File: src/rtl/calc_pkg.sv
// Shared state definitions for the calculator front end and display stage.
package calc_pkg;

  localparam int unsigned STATE_W = 3;

  localparam logic [STATE_W-1:0] ST_A    = 3'd0;
  localparam logic [STATE_W-1:0] ST_OP   = 3'd1;
  localparam logic [STATE_W-1:0] ST_B    = 3'd2;
  localparam logic [STATE_W-1:0] ST_CALC = 3'd3;
  localparam logic [STATE_W-1:0] ST_SHOW = 3'd4;

  typedef enum logic [STATE_W-1:0] {
    S_A    = ST_A,
    S_OP   = ST_OP,
    S_B    = ST_B,
    S_CALC = ST_CALC,
    S_SHOW = ST_SHOW
  } state_e;

endpackage

File: src/rtl/btn_debounce.sv
// Push-button debouncer: 2-FF synchronizer, stability counter, accepted level
// and a registered one-cycle pulse on the accepted rising edge.
module btn_debounce #(
  parameter int unsigned DEBOUNCE_CYCLES = 250000,
  parameter int unsigned CNT_W           = 18
) (
  input  logic clk,
  input  logic reset,
  input  logic btn,
  output logic press
);

  localparam logic [CNT_W-1:0] CNT_MAX = CNT_W'(DEBOUNCE_CYCLES - 1);

  logic             sync1_q, sync2_q;
  logic             level_q, level_d;
  logic             level_prev_q;
  logic             press_q;
  logic [CNT_W-1:0] cnt_q, cnt_d;

  // Count only while a change is pending; any return to the accepted level restarts.
  always_comb begin
    cnt_d   = '0;
    level_d = level_q;
    if (sync2_q != level_q) begin
      if (cnt_q == CNT_MAX) begin
        level_d = sync2_q;
      end else begin
        cnt_d = cnt_q + CNT_W'(1);
      end
    end
  end

  always_ff @(posedge clk) begin
    if (reset) begin
      sync1_q      <= 1'b0;
      sync2_q      <= 1'b0;
      cnt_q        <= '0;
      level_q      <= 1'b0;
      level_prev_q <= 1'b0;
      press_q      <= 1'b0;
    end else begin
      sync1_q      <= btn;
      sync2_q      <= sync1_q;
      cnt_q        <= cnt_d;
      level_q      <= level_d;
      level_prev_q <= level_q;
      press_q      <= level_q & ~level_prev_q;
    end
  end

  assign press = press_q;

endmodule

File: src/rtl/entry_sequencer.sv
// Operand/operator entry sequencer: debounced confirm/clear buttons drive the
// A -> OP -> B -> CALC -> SHOW walk and the latch-stage enables.
module entry_sequencer
  import calc_pkg::*;
#(
  parameter int unsigned DEBOUNCE_CYCLES = 250000,
  parameter int unsigned CNT_W           = 18
) (
  input  logic               clk,
  input  logic               reset,
  input  logic               btn_confirm,
  input  logic               btn_clear,
  output logic               en_a,
  output logic               en_op,
  output logic               en_b,
  output logic               latch_clr,
  output logic               calc_valid,
  output logic               show_result,
  output logic [STATE_W-1:0] state
);

  logic   confirm_press, clear_press;
  state_e state_q, state_d;
  logic   clr_d;
  logic   latch_clr_q, en_a_q, en_op_q, en_b_q, calc_valid_q, show_result_q;

  btn_debounce #(
    .DEBOUNCE_CYCLES(DEBOUNCE_CYCLES),
    .CNT_W          (CNT_W)
  ) u_db_confirm (
    .clk  (clk),
    .reset(reset),
    .btn  (btn_confirm),
    .press(confirm_press)
  );

  btn_debounce #(
    .DEBOUNCE_CYCLES(DEBOUNCE_CYCLES),
    .CNT_W          (CNT_W)
  ) u_db_clear (
    .clk  (clk),
    .reset(reset),
    .btn  (btn_clear),
    .press(clear_press)
  );

  // Next state; clear has priority over confirm.
  always_comb begin
    state_d = state_q;
    clr_d   = 1'b0;
    if (clear_press) begin
      state_d = S_A;
      clr_d   = 1'b1;
    end else begin
      case (state_q)
        S_A:    if (confirm_press) state_d = S_OP;
        S_OP:   if (confirm_press) state_d = S_B;
        S_B:    if (confirm_press) state_d = S_CALC;
        S_CALC: state_d = S_SHOW;
        S_SHOW: begin
          if (confirm_press) begin
            state_d = S_A;
            clr_d   = 1'b1;
          end
        end
        default: begin
          state_d = S_A;
          clr_d   = 1'b1;
        end
      endcase
    end
  end

  // Outputs are registered from the next state so they track state_q exactly.
  always_ff @(posedge clk) begin
    if (reset) begin
      state_q       <= S_A;
      latch_clr_q   <= 1'b1;
      en_a_q        <= 1'b1;
      en_op_q       <= 1'b0;
      en_b_q        <= 1'b0;
      calc_valid_q  <= 1'b0;
      show_result_q <= 1'b0;
    end else begin
      state_q       <= state_d;
      latch_clr_q   <= clr_d;
      en_a_q        <= (state_d == S_A);
      en_op_q       <= (state_d == S_OP);
      en_b_q        <= (state_d == S_B);
      calc_valid_q  <= (state_d == S_CALC);
      show_result_q <= (state_d == S_SHOW);
    end
  end

  assign state       = state_q;
  assign latch_clr   = latch_clr_q;
  assign en_a        = en_a_q;
  assign en_op       = en_op_q;
  assign en_b        = en_b_q;
  assign calc_valid  = calc_valid_q;
  assign show_result = show_result_q;

endmodule

File: config.mk
export PLATFORM = sky130hd
export DESIGN_NAME = entry_sequencer
export DESIGN_NICKNAME = d
export VERILOG_FILES = /design/src/rtl/calc_pkg.sv /design/src/rtl/btn_debounce.sv /design/src/rtl/entry_sequencer.sv
export SDC_FILE = /design/constraint.sdc
export NUM_CORES = 1
export LEC_CHECK = 0
export BUFFER_PORTS_ARGS = -buffer_cell sky130_fd_sc_hd__buf_4
export CAP_MARGIN = 20
export CORE_MARGIN = 2
export CORE_UTILIZATION = 34
export DETAILED_ROUTE_END_ITERATION = 6
export MAX_ROUTING_LAYER = met4
export PLACE_DENSITY_LB_ADDON = 0.2
export SKIP_CTS_REPAIR_TIMING = 1
export SYNTH_ARGS = -nofsm -noshare
export SYNTH_HDL_FRONTEND = slang
export SYNTH_HIERARCHICAL = 1
export SYNTH_SLANG_ARGS = --single-unit
export TNS_END_PERCENT = 100
File: constraint.sdc
create_clock -name clk -period 4.14 [get_ports clk]
set_input_delay 0.828 -clock clk [delete_from_list [all_inputs] [get_ports clk]]
set_output_delay 0.828 -clock clk [all_outputs]
set_load 0.01 [all_outputs]
=== After elaboration in Yosys (flattened, before gate mapping) ===
Index checks and enable logic that the tools add are counted.

* Register bits: 55
* Bits of input ports: 4
* Output and inout port bits: 9
* Word-level logic and storage cells: 55

* Add/sub/neg operators: 2
* Equal/unequal tests: 12
* Multiplexer cells: 8
* Bitwise operators: 6
* Reduce and logical (&&, ||, !) cells: 8

{| class="wikitable"
|+ Operator list
! kind !! count
|-
| adder 18 x 1 -> 18 bit, second input constant || 2
|-
| == test 18 bit, second input constant || 2
|-
| two-way mux 3 bit || 5
|-
| case mux 3 bit (5 select lines) || 1
|-
| == test 3 x 2 -> 1 bit, second input constant || 4
|-
| == test 3 x 1 -> 1 bit, second input constant || 2
|-
| == test 3 bit, second input constant || 2
|-
| zero test 3 bit || 2
|-
| OR reduction 3 bit || 2
|-
| inverter 1 bit || 4
|-
| AND reduction 2 bit || 2
|-
| OR reduction 4 bit || 1
|-
| AND 1 bit || 2
|-
| != test 1 bit || 2
|-
| case mux 1 bit (2 select lines) || 1
|-
| OR reduction 2 bit || 1
|-
| two-way mux 1 bit || 1
|}

=== Longest topological paths before layout ===
* Depth in word-level cells: 4
* Gate-level depth with buffers: 6
* Depth with buffers taken out: 5

=== Modules after synthesis ===
Netlist, hierarchy kept.

{| class="wikitable"
|+ By module, submodules not included
! module !! instances !! cells an instance !! area each (µm²) !! sequential area each (µm²)
|-
| btn_debounce || 2 || 106 || 989.7 || 460.4
|-
| entry_sequencer || 1 || 33 || 349.1 || 180.2
|}

=== Worst setup path after synthesis ===
OpenSTA, ideal clock, no wires.

* Path type: reg2reg
* From: register u_db_clear.cnt_q[6]
* To: register u_db_clear.cnt_q[10]
* Setup time: 115 ps
* Data arrival time: 1481 ps
* Slack: 2545 ps
* Stages on the path, launching flop included: 7
* Path buffers: 2
* Cell sequence: dfxtp_1 -> clkbuf_1 -> nor4b_1 -> nand4b_1 -> o31ai_4 -> buf_4 -> nor2_1

* Longest elaborated chain between the ends: 2
* Elaborated cells between the ends (all ways): 3

{| class="wikitable"
|+ Ends and longest elaborated chain
! element !! RTL line !! text
|-
| start: declaration || btn_debounce.sv:19 || <nowiki>logic [CNT_W-1:0] cnt_q, cnt_d;</nowiki>
|-
| start signal: assignment || btn_debounce.sv:45 || <nowiki>cnt_q <= cnt_d;</nowiki>
|-
| branches (longest 2 deep; another with adder 18 x 1 -> 18 bit) || -- ||
|}

Parallel ways; which one is timed is not known.
A chain may end at the register's enable or synchronous reset.

=== Worst setup path after layout ===
* From: register u_db_confirm.cnt_q[12]
* To: register u_db_confirm.cnt_q[13]

* Longest elaborated chain between the ends: 2
* Elaborated cells between the ends (all ways): 3

{| class="wikitable"
|+ Ends and longest elaborated chain
! element !! RTL line
|-
| start: declaration || btn_debounce.sv:19
|-
| start signal: assignment || btn_debounce.sv:45
|-
| branches (longest 2 deep; another with adder 18 x 1 -> 18 bit) || --
|}

Parallel ways; which one is timed is not known.

==> results.sh <==
export IMPL_worstPathArrival_ns=2.09
export IMPL_multi_input_area_um2=1147
export IMPL_synth_seq_cells=55
export IMPL_dr_total_vias=1673
export IMPL_grt_max_degree=19
export IMPL_rows=30
export IMPL_worstRegToRegCells=4
export IMPL_cts_root_buffer="clkbuf_8"
export IMPL_synth_edf_count=0
export IMPL_synthArstFlopShare=0
export IMPL_clk_latency_ns=0.30
export IMPL_finalPower_w=0.0009207
export IMPL_rsz0062_at_grt="no"
export IMPL_post_place_ws_ns=2.218
export IMPL_port_buffers=12
export IMPL_syn2layout_area_growth_pct=11.71
export IMPL_syn_inst=245
export IMPL_busiest_layer="met2"
export IMPL_wire_per_inst_um=11.50
export IMPL_ys_types=32
export IMPL_dieArea_um2=7526
export IMPL_endpoint="u_db_confirm/cnt_q[13]"
export IMPL_vias_per_cell=4.935
export IMPL_reg2reg_from="u_db_confirm/cnt_q[12]"
export IMPL_die_w_um=86.76
export IMPL_rrSetupSlack_ns=2.22
export IMPL_use_met2=0.1629
export IMPL_final_layout_size_suffix_gt1_frac=0.1197
export IMPL_p_per_area_nw_per_um2=354.0
export IMPL_hold_slack_ns=0.3942
export IMPL_yosysWarnings=6
export IMPL_io_pins=13
export IMPL_fin_skew_ns=0.005135
export IMPL_worstPathRequired_ns=4.31
export IMPL_slew_viol_final=0
export IMPL_seqCellArea_um2=1101
export IMPL_place_area_um2=2480
export IMPL_r2r_end="u_db_confirm/cnt_q[13]"
export IMPL_syn_nets=251
export IMPL_hold_viol=0
export IMPL_core_um2=6719
export IMPL_h_tree_depth=2
export IMPL_ir_worst_vdd_v=0.0001207
export IMPL_numCtsBuffers=5
export IMPL_setup_ws_ns=2.219
export IMPL_stdcell_area_um2=2601
export IMPL_fin_crit_ns=1.921
export IMPL_max_freq_mhz=520.6
export IMPL_status="finished, final reports clean"
export IMPL_path_class="flop to flop"
export IMPL_use_met1=0.1528
export IMPL_drt_initial_drc_count=82
export IMPL_ys_seq_area_frac=0.4729
export IMPL_globalRouteTotalUtil=0.1146
export IMPL_die_y_um=86.76
export IMPL_synth_avg_cell_area_um2=9.504
export IMPL_fillCellCount=687
export IMPL_worst_pin_slew_ns=0.7600
export IMPL_start_kind="flop"
export IMPL_critPathCaptureType="flop"
export IMPL_final_antenna_net_count=0
export IMPL_antenna_found_initial=0
export IMPL_initial_core_util=0.3466
export IMPL_clock_sinks=55
export IMPL_met3_usage=0.02952
export IMPL_critPathLaunch="u_db_confirm/cnt_q[12]"
export IMPL_gp_congestion=0.7357
export IMPL_wirelength_mm=3.900
export IMPL_hp_class="flop to flop"
export IMPL_fin_nets=264
export IMPL_dr_pass1_iters=4
export IMPL_clock_path_buffers=2
export IMPL_cts_tree="built"
export IMPL_crit_path_max_fanout=18
export IMPL_drc_errors=0
export IMPL_leakage_nw=0.8153
export IMPL_gr_total_overflow=0
export IMPL_hpwlAfterDp_mm=2.665
export IMPL_fin_setup_tns_ns=0
export IMPL_ys_flop_type="dfxtp_1"
export IMPL_setup_viol=0
export IMPL_antenna_cells=0
export IMPL_slew_headroom=0.4933
export IMPL_syn_area_um2=2328
export IMPL_grt_pass1_wl_mm=6.644
export IMPL_finalCritPeriodShare=0.4639
export IMPL_path_clk_slew_ns=0.10
export IMPL_maxCapViolations=0
export IMPL_grt_pass1_vias=1445
## area by class of cell
class | count | share of cell area
well taps | 80 | 0.03848
inverters | 11 | 0.01587
clock buffers | 6 | 0.03175
repair buffers | 12 | 0.03463
flip-flops and latches | 55 | 0.4233
multi-input cells | 173 | 0.4411
clock inverters | 2 | 0.01491
## stage by stage
step                      utilization  std cells
final                          0.3872        339
after global routing           0.3872        339
after CTS                      0.3872        339
after detailed placement       0.3691        331
after global placement         0.3691        331
after floorplan                     -        245
## Yosys cell counts, drive strengths merged, types with 3 or more instances
master,number,share of area
dfxtp,55,0.47
nor2,43,0.069
xnor2,31,0.12
nand3,13,0.028
nor3,12,0.026
nor4,12,0.032
inv,11,0.018
nand4,10,0.045
nand2,7,0.013
nand2b,6,0.016
a21oi,5,0.011
o31ai,5,0.028
buf,4,0.013
nor2b,4,0.011
nor4b,4,0.015
or3,3,0.0081
or4,3,0.0097
## placed cells by master (no fill, tap or decap), types with 3 or more instances in the layout
cell,netlist,layout
clkbuf_8,0,6
or4_1,3,3
nor3_1,12,12
nor4_1,12,12
nand4_1,6,6
a21oi_1,5,5
nand3_1,13,13
nor2_1,43,43
nor2b_1,4,4
nand2_1,5,5
xnor2_1,31,31
dfxtp_1,55,55
nor4b_1,4,4
buf_4,2,12
nand2b_1,6,6
or3_1,3,3
o31ai_1,3,3
inv_1,11,11
## registers in the layout, summed over array words and instances (netlist names)
signal / cells
u_db_confirm/cnt_q: 18
u_db_clear/level_q: 1
state: 3
u_db_clear/sync2_q: 1
u_db_clear/cnt_q: 18
u_db_confirm/press: 1
show_result: 1
u_db_clear/sync1_q: 1
u_db_confirm/level_prev_q: 1
en_b: 1
u_db_confirm/sync2_q: 1
calc_valid: 1
u_db_confirm/sync1_q: 1
en_a: 1
u_db_clear/press: 1
u_db_confirm/level_q: 1
u_db_clear/level_prev_q: 1
en_op: 1
latch_clr: 1
## critical path: stages (launching register included)
cell and delay (ns):
dfxtp_1 0.42, nor4b_1 0.34, nand3_1 0.21, o31ai_4 0.70, nor2_1 0.12
## worst min path at each step
| stage | start | endpoint | slack (ns) | cells after the start |
|---|---|---|---|---|
| after global placement | u_db_confirm/level_prev_q | u_db_confirm/press | 0.37 | 1 |
| after CTS | u_db_confirm/level_prev_q | u_db_confirm/press | 0.40 | 1 |
| final | u_db_confirm/level_prev_q | u_db_confirm/press | 0.39 | 1 |
| after global routing | u_db_clear/level_prev_q | u_db_clear/press | 0.41 | 1 |
| after floorplan | u_db_clear/level_prev_q | u_db_clear/press | 0.37 | 1 |
| after detailed placement | u_db_confirm/level_prev_q | u_db_confirm/press | 0.39 | 1 |
## logic make-up (layout without fill, tap and decap cells)
family / Yosys count / in the layout / share of synthesized area
adders and majority gates: 2 / 2 / 0.01075
muxes: 2 / 2 / 0.008598
DFF: 55 / 55 / 0.4729
AOI/OAI and AO/OA: 12 / 12 / 0.04836
buffers and inverters: 17 / 31 / 0.03439
xor gates and xnor gates: 33 / 33 / 0.1241
and+or+nand+nor: 124 / 124 / 0.3009
## routing by layer
layer | vias up | share of wire
li1 | 872 | -
met1 | 769 | 0.53
met2 | 27 | 0.42
met3 | 5 | 0.036
met4 | 0 | 0.016
met5 | - | 0
## power breakdown
part           total (W)  internal (W)  switching (W)
Sequential      0.000533      0.000532     0.00000165
Combinational  0.0000139    0.00000630     0.00000756
Clock           0.000374      0.000199       0.000175
Power figures use the tool's default switching activity.
